**config.mk**
```make
export PLATFORM = sky130hd
export DESIGN_NAME = reg_wb_arbiter_flat
export DESIGN_NICKNAME = d
export VERILOG_FILES = /design/src/rtl/reg_wb_arbiter_if.sv /design/src/rtl/reg_wb_arbiter.sv /design/src/flat_wrapper.sv
export SDC_FILE = /design/constraint.sdc
export NUM_CORES = 1
export LEC_CHECK = 0
export BUFFER_PORTS_ARGS = -buffer_cell sky130_fd_sc_hd__buf_2
export CAP_MARGIN = 20
export CORE_ASPECT_RATIO = 1.4
export CORE_MARGIN = 1
export CORE_UTILIZATION = 49
export CTS_BUF_LIST = sky130_fd_sc_hd__clkbuf_4
export CTS_CLUSTER_SIZE = 16
export DETAILED_ROUTE_END_ITERATION = 12
export GPL_TIMING_DRIVEN = 0
export HOLD_SLACK_MARGIN = 0.06
export PLACE_DENSITY = 0.89
export SYNTH_ARGS = -nofsm -noshare
export SYNTH_HDL_FRONTEND = slang
export SYNTH_SLANG_ARGS = --single-unit
```
**constraint.sdc**
```tcl
create_clock -name i_clk -period 3 [get_ports i_clk]
set_input_delay 0.6 -clock i_clk [delete_from_list [all_inputs] [get_ports i_clk]]
set_output_delay 0.6 -clock i_clk [all_outputs]
set_load 0.05 [all_outputs]
```
**src/rtl/reg_wb_arbiter_if.sv**
```systemverilog
// rtl/reg_wb_arbiter_if.sv - write-back port bundle between the requesters, decode, register file and reg_wb_arbiter
//
// Purpose: groups every handshake and bus signal of the write-back arbiter.
// Signals:
//   alu_req/alu_reg/alu_data, alu_gnt : ALU result write-back request and grant
//   mem_req/mem_reg/mem_data, mem_gnt : load write-back request and grant
//   sb_set/sb_reg                     : issue stage marks a destination register pending
//   read_reg1/read_reg2, stall        : decode source operands and read-hazard stall
//   busy                              : pending-write scoreboard, bit i = register i
//   write_reg/write_data/wr_en        : register file write port
//   wb_err                            : sticky protocol error flag
// Modports: master = requesters/decode/register file side, slave = arbiter.

interface reg_wb_arbiter_if #(
    parameter int NREG = 8,
    parameter int DW   = 16
);
    logic            alu_req;
    logic [2:0]      alu_reg;
    logic [DW-1:0]   alu_data;
    logic            alu_gnt;
    logic            mem_req;
    logic [2:0]      mem_reg;
    logic [DW-1:0]   mem_data;
    logic            mem_gnt;
    logic            sb_set;
    logic [2:0]      sb_reg;
    logic [2:0]      read_reg1;
    logic [2:0]      read_reg2;
    logic            stall;
    logic [NREG-1:0] busy;
    logic [2:0]      write_reg;
    logic [DW-1:0]   write_data;
    logic            wr_en;
    logic            wb_err;

    modport master (
        output alu_req, alu_reg, alu_data, mem_req, mem_reg, mem_data,
               sb_set, sb_reg, read_reg1, read_reg2,
        input  alu_gnt, mem_gnt, stall, busy, write_reg, write_data, wr_en, wb_err
    );

    modport slave (
        input  alu_req, alu_reg, alu_data, mem_req, mem_reg, mem_data,
               sb_set, sb_reg, read_reg1, read_reg2,
        output alu_gnt, mem_gnt, stall, busy, write_reg, write_data, wr_en, wb_err
    );
endinterface

```
**src/rtl/reg_wb_arbiter.sv**
```systemverilog
// rtl/reg_wb_arbiter.sv - register file write-back arbiter with pending-write scoreboard
//
// Purpose: shares the single register file write port between the ALU result
// path and the memory-load path, tracks pending writes per register and
// raises a read-hazard stall for decode.
// Ports:
//   i_clk : clock, all state on the rising edge
//   i_rst : synchronous reset, active-high
//   bus   : reg_wb_arbiter_if.slave (requests, grants, scoreboard, stall, write port, wb_err)
// Parameters: NREG (scoreboard bits), DW (data width), RR_EN (1 = round-robin,
//   0 = ALU fixed priority), WRITE_R0 (0 = writes to r0 granted but suppressed).
// Optional feature: define WB_CHECK_EN to build the sticky wb_err protocol
//   checker; otherwise wb_err is tied to 0.

module reg_wb_arbiter #(
    parameter int NREG     = 8,
    parameter int DW       = 16,
    parameter int RR_EN    = 1,
    parameter int WRITE_R0 = 0
) (
    input  logic             i_clk,
    input  logic             i_rst,
    reg_wb_arbiter_if.slave  bus
);
    logic            r_rr_mem_first;   // 1 = load path wins the next contention
    logic            r_wr_en;
    logic [2:0]      r_write_reg;
    logic [DW-1:0]   r_write_data;
    logic [NREG-1:0] r_busy;

    logic            w_alu_gnt;
    logic            w_mem_gnt;
    logic            w_xfer;
    logic [2:0]      w_reg;
    logic [DW-1:0]   w_data;
    logic            w_reg_ok;
    logic            w_set_ok;
    logic [NREG-1:0] w_set_vec;
    logic [NREG-1:0] w_clr_vec;

    // ALU loses only when both request, round-robin is on and the pointer favours the load path.
    assign w_alu_gnt = !i_rst && bus.alu_req &&
                       (!bus.mem_req || (RR_EN == 0) || !r_rr_mem_first);
    assign w_mem_gnt = !i_rst && bus.mem_req && !w_alu_gnt;
    assign w_xfer    = w_alu_gnt || w_mem_gnt;
    assign w_reg     = w_alu_gnt ? bus.alu_reg  : bus.mem_reg;
    assign w_data    = w_alu_gnt ? bus.alu_data : bus.mem_data;

    // r0 writes and r0 scoreboard marks are dropped unless r0 is writable.
    assign w_reg_ok  = (WRITE_R0 != 0) || (w_reg != 3'd0);
    assign w_set_ok  = bus.sb_set && ((WRITE_R0 != 0) || (bus.sb_reg != 3'd0));
    assign w_set_vec = w_set_ok ? (NREG'(1) << bus.sb_reg) : '0;
    // The clear follows the registered write, i.e. after the falling-edge commit.
    assign w_clr_vec = r_wr_en ? (NREG'(1) << r_write_reg) : '0;

    always_ff @(posedge i_clk) begin
        if (i_rst) begin
            r_rr_mem_first <= 1'b0;
            r_wr_en        <= 1'b0;
            r_write_reg    <= 3'd0;
            r_write_data   <= '0;
            r_busy         <= '0;
        end else begin
            r_wr_en <= w_xfer && w_reg_ok;
            if (w_xfer) begin
                r_write_reg    <= w_reg;
                r_write_data   <= w_data;
                r_rr_mem_first <= w_alu_gnt;
            end
            // Set after clear so a same-edge set wins.
            r_busy <= (r_busy & ~w_clr_vec) | w_set_vec;
        end
    end

`ifdef WB_CHECK_EN
    logic r_wb_err;
    logic w_err_unmarked;
    logic w_err_double;

    assign w_err_unmarked = w_xfer && (w_reg != 3'd0) && !r_busy[w_reg];
    assign w_err_double   = w_set_ok && r_busy[bus.sb_reg] && !w_clr_vec[bus.sb_reg];

    always_ff @(posedge i_clk) begin
        if (i_rst) begin
            r_wb_err <= 1'b0;
        end else if (w_err_unmarked || w_err_double) begin
            r_wb_err <= 1'b1;
        end
    end

    assign bus.wb_err = r_wb_err;
`else
    assign bus.wb_err = 1'b0;
`endif

    assign bus.alu_gnt    = w_alu_gnt;
    assign bus.mem_gnt    = w_mem_gnt;
    assign bus.wr_en      = r_wr_en;
    assign bus.write_reg  = r_write_reg;
    assign bus.write_data = r_write_data;
    assign bus.busy       = r_busy;
    assign bus.stall      = r_busy[bus.read_reg1] | r_busy[bus.read_reg2];
endmodule
```
**src/flat_wrapper.sv**
```systemverilog
// flat-port wrapper written by rule: the top's interface ports become plain ports
module reg_wb_arbiter_flat 
#(
    parameter int NREG     = 8,
    parameter int DW       = 16,
    parameter int RR_EN    = 1,
    parameter int WRITE_R0 = 0
)
  (i_clk, i_rst, bus_alu_req, bus_alu_reg, bus_alu_data, bus_mem_req, bus_mem_reg, bus_mem_data, bus_sb_set, bus_sb_reg, bus_read_reg1, bus_read_reg2, bus_alu_gnt, bus_mem_gnt, bus_stall, bus_busy, bus_write_reg, bus_write_data, bus_wr_en, bus_wb_err);
  reg_wb_arbiter_if #(.NREG(NREG), .DW(DW)) bus_i ();
  input  logic i_clk;
  input  logic i_rst;
  input wire logic [$bits(bus_i.alu_req)-1:0] bus_alu_req;
  input wire logic [$bits(bus_i.alu_reg)-1:0] bus_alu_reg;
  input wire logic [$bits(bus_i.alu_data)-1:0] bus_alu_data;
  input wire logic [$bits(bus_i.mem_req)-1:0] bus_mem_req;
  input wire logic [$bits(bus_i.mem_reg)-1:0] bus_mem_reg;
  input wire logic [$bits(bus_i.mem_data)-1:0] bus_mem_data;
  input wire logic [$bits(bus_i.sb_set)-1:0] bus_sb_set;
  input wire logic [$bits(bus_i.sb_reg)-1:0] bus_sb_reg;
  input wire logic [$bits(bus_i.read_reg1)-1:0] bus_read_reg1;
  input wire logic [$bits(bus_i.read_reg2)-1:0] bus_read_reg2;
  output wire logic [$bits(bus_i.alu_gnt)-1:0] bus_alu_gnt;
  output wire logic [$bits(bus_i.mem_gnt)-1:0] bus_mem_gnt;
  output wire logic [$bits(bus_i.stall)-1:0] bus_stall;
  output wire logic [$bits(bus_i.busy)-1:0] bus_busy;
  output wire logic [$bits(bus_i.write_reg)-1:0] bus_write_reg;
  output wire logic [$bits(bus_i.write_data)-1:0] bus_write_data;
  output wire logic [$bits(bus_i.wr_en)-1:0] bus_wr_en;
  output wire logic [$bits(bus_i.wb_err)-1:0] bus_wb_err;
  assign bus_i.alu_req = bus_alu_req;
  assign bus_i.alu_reg = bus_alu_reg;
  assign bus_i.alu_data = bus_alu_data;
  assign bus_i.mem_req = bus_mem_req;
  assign bus_i.mem_reg = bus_mem_reg;
  assign bus_i.mem_data = bus_mem_data;
  assign bus_i.sb_set = bus_sb_set;
  assign bus_i.sb_reg = bus_sb_reg;
  assign bus_i.read_reg1 = bus_read_reg1;
  assign bus_i.read_reg2 = bus_read_reg2;
  assign bus_alu_gnt = bus_i.alu_gnt;
  assign bus_mem_gnt = bus_i.mem_gnt;
  assign bus_stall = bus_i.stall;
  assign bus_busy = bus_i.busy;
  assign bus_write_reg = bus_i.write_reg;
  assign bus_write_data = bus_i.write_data;
  assign bus_wr_en = bus_i.wr_en;
  assign bus_wb_err = bus_i.wb_err;
  reg_wb_arbiter #(.NREG(NREG), .DW(DW), .RR_EN(RR_EN), .WRITE_R0(WRITE_R0)) u_core (.i_clk(i_clk), .i_rst(i_rst), .bus(bus_i));
endmodule
```
==> summary.txt <==
Outcome
  • Result of the run: complete, no violations

Clock network
  • Clock tree from TritonCTS: built
  • CTS clock-pin slew for the worst setup and hold paths: 0.10 ns
  • CTS hold repair buffers: 0
  • Later-pin clock latency in the skew report: 0.33 ns
  • Clock root buffer master: clkbuf_4
  • Number of buffers created by CTS: 5
  • Maximum clock path buffer count: 2
  • Sink Count: 29
  • Post_cts resized: 0
  • Post-CTS Setup Inserts: 0
  • Htree depth: 2

Routing
  • Final Routed Wirelength: 3.923 mm
  • Drt first pass iters: 4
  • Via-to-Cell Ratio: 5.509
  • DR WL/cell: 14.16 µm
  • Number of violations reported at the end of detailed-routing iteration 0: 37
  • Residual DRC count: 0
  • Vias: 1526
  • Number of nets still failing antenna checks after routing: 0

Floorplan
  • Die area: 0.003324 mm²
  • Floorplan Core Area: 0.002907 mm²
  • Horizontal extent of the die: 49.02 µm
  • Die Height: 67.82 µm
  • Initial core utilization: 52.17%
  • Number of standard-cell rows in the floorplan: 23
  • Number of I/O pins: 84

Critical path
  • CP max FO: 2
  • Data arrival at the endpoint of the critical path: 1.71 ns
  • Category of the critical setup timing path: primary input to output pin
  • Critical Path Start Type: primary input
  • Critical Path Sink Type: output pin
  • Required time at the endpoint of the critical path: 2.40 ns

Global routing
  • Overall fraction of global-route tracks in use: 24.94%
  • Layer with the highest usage after global routing: met2
  • Vias in the first global route: 1476
  • Fraction of met1 tracks used by global routing: 23.38%
  • Pin count of the biggest net entering global routing: 11
  • GR met3 Demand/Resource: 7.556%
  • GR Util met2: 49.13%
  • First-pass GRT wire length: 6.196 mm
  • Number of antenna violations at the first check in global routing: 0
  • Remaining global-route overflow: 0

Place
  • Minimum setup slack after placement: 0.6731 ns
  • Placer's final routability congestion estimate: 0.7814
  • # port buffers: 81
  • Post-detailed-placement half-perimeter wirelength: 3.060 mm

STA
  • Shortest clock period the worst path allows after layout: 2.308 ns
  • Final setup violation count: 0
  • Final Cycle Share: 76.93%
  • Largest clock skew in the final design: 0.008841 ns
  • Final setup TNS: 0 ns
  • Least setup slack across all paths after layout: 0.6920 ns
  • Count of endpoints failing hold in the final timing report: 0
  • Final slew viol count: 0
  • RSZ-0062 raised after global routing: no
  • Timing-limited maximum frequency: 0.4333 GHz

Logic synthesis
  • Number of cells produced by synthesis: 151
  • Synthesized area: 0.001516 mm²
  • Share of the yosys chip area belonging to registers: 38.28%
  • Number of synthesized flops with an enable pin: 0
  • Dominant synthesized flop cell: dfxtp_1
  • Post-synthesis sequential element count: 29
  • Syn Nets: 203
  • Async set-or-reset flop fraction in the synthesized netlist: 0%
  • Number of distinct library cell variants in the gate-level netlist after synthesis: 28
  • Synth warn: 0
  • Avg Inst Size Synth: 10.04 µm²

Power
  • IR drop worst, VDD: 337.5 µV
  • Standby leakage power: 1.035 nW
  • Ratio of total power to cell area: 478.2 mW/mm²

Layout
  • Antenna cells: 0
  • Share of post-route cells with drive strength above 1: 43.33%
  • Area added between synthesis and finish: 33.42%
  • # fillers: 246
  • Number of flip-flops under the largest register name: 16
  • Net count of the finished layout: 291

Run
  • Number of maximum-capacitance violations: 0

Hold path
  • Class of the worst hold path: primary input to flip-flop
Yosys cell counts (all sizes together), types with 4 or more instances:
library cell	n	share of area [%]
nor2b	7	2.9
mux2i	20	13
nand2	6	2.0
a22o	16	9.2
dfxtp	29	38
o21ai	6	2.0
buf	11	7.0
a21oi	23	7.6
nand3	4	1.3
inv	4	0.99
mux4	4	6.4
path summary, 6_finish.rpt:
check                             start                         to  slack [ns]  depth (start not counted)
setup reg to reg  u_core.r_rr_mem_first  u_core.bus.write_data[13]        1.90                          4
hold / removal          bus_alu_data[1]   u_core.bus.write_data[1]        0.48                          2
setup / recovery       bus_read_reg1[1]                  bus_stall        0.69                          5
hold reg to reg      u_core.bus.busy[0]         u_core.bus.busy[0]        0.49                          1
worst max-delay path: stages:
cell and delay [ns]:
buf_2 0.12, mux4_1 0.56, mux2i_1 0.16, nand2_1 0.06, buf_2 0.21
cells in the final DEF, fill, tap and decap left out, types with 3 or more instances in the layout:
master and instances:
buf_2 82, dfxtp_1 29, a21oi_1 23, mux2i_1 20, a22o_1 16, nor2b_1 7
buf_6 7, o21ai_0 6, clkbuf_4 6, nand2_1 5, inv_1 4, nand3_1 4
buf_4 3, nand2b_1 3, a221oi_1 3, a211oi_1 3
layout make-up:
type	count	area, µm²	share of cell area (%)
plain buffers	12	110.1	5.442
clock buffers	6	45.04	2.226
clock inverters	2	10.01	0.4947
inverters	5	18.77	0.9276
multi-input cells	105	807.0	39.89
flip-flops and latches	29	580.6	28.70
well taps	37	46.29	2.288
repair buffers	81	405.4	20.04
cells by family after synthesis:
logic type / share of synthesized area [%]
AOI/OAI and AO/OA: 23.76
DFF: 38.28
and+or+nand+nor: 9.572
muxes: 19.64
buffers and inverters: 8.497
other: 0.2473
power by group:
group	total, mW	internal (mW)	switching (mW)
Sequential	0.434	0.414	0.0198
Clock	0.236	0.0981	0.138
Combinational	0.297	0.106	0.192
Total	0.968	0.618	0.350
through the flow:
| stage | util, % | hold slack (ns) | power, mW | std cells | instance area [µm²] |
|---|---|---|---|---|---|
| global route | 69.61 | 0.4623 | 1.013 | 277 | 2023 |
| detailed placement | 67.71 | 0.4825 | 0.7391 | 269 | 1968 |
| finish | 69.61 | 0.4787 | 0.9675 | 277 | 2023 |
| global placement | 67.71 | 0.4738 | 0.7336 | 269 | 1968 |
| CTS | 69.61 | 0.4691 | 0.9729 | 277 | 2023 |
| floorplan | - | 0.5373 | 0.6514 | 151 | 1516 |
metal layers:
| layer | part of all wire [%] | vias to the layer above |
|---|---|---|
| met2 | 54 | 76 |
| met4 | 1.1 | 0 |
| met5 | 0 | - |
| met3 | 6.8 | 7 |
| met1 | 38 | 705 |
| li1 | - | 738 |
(Power assumes the default switching activity.)
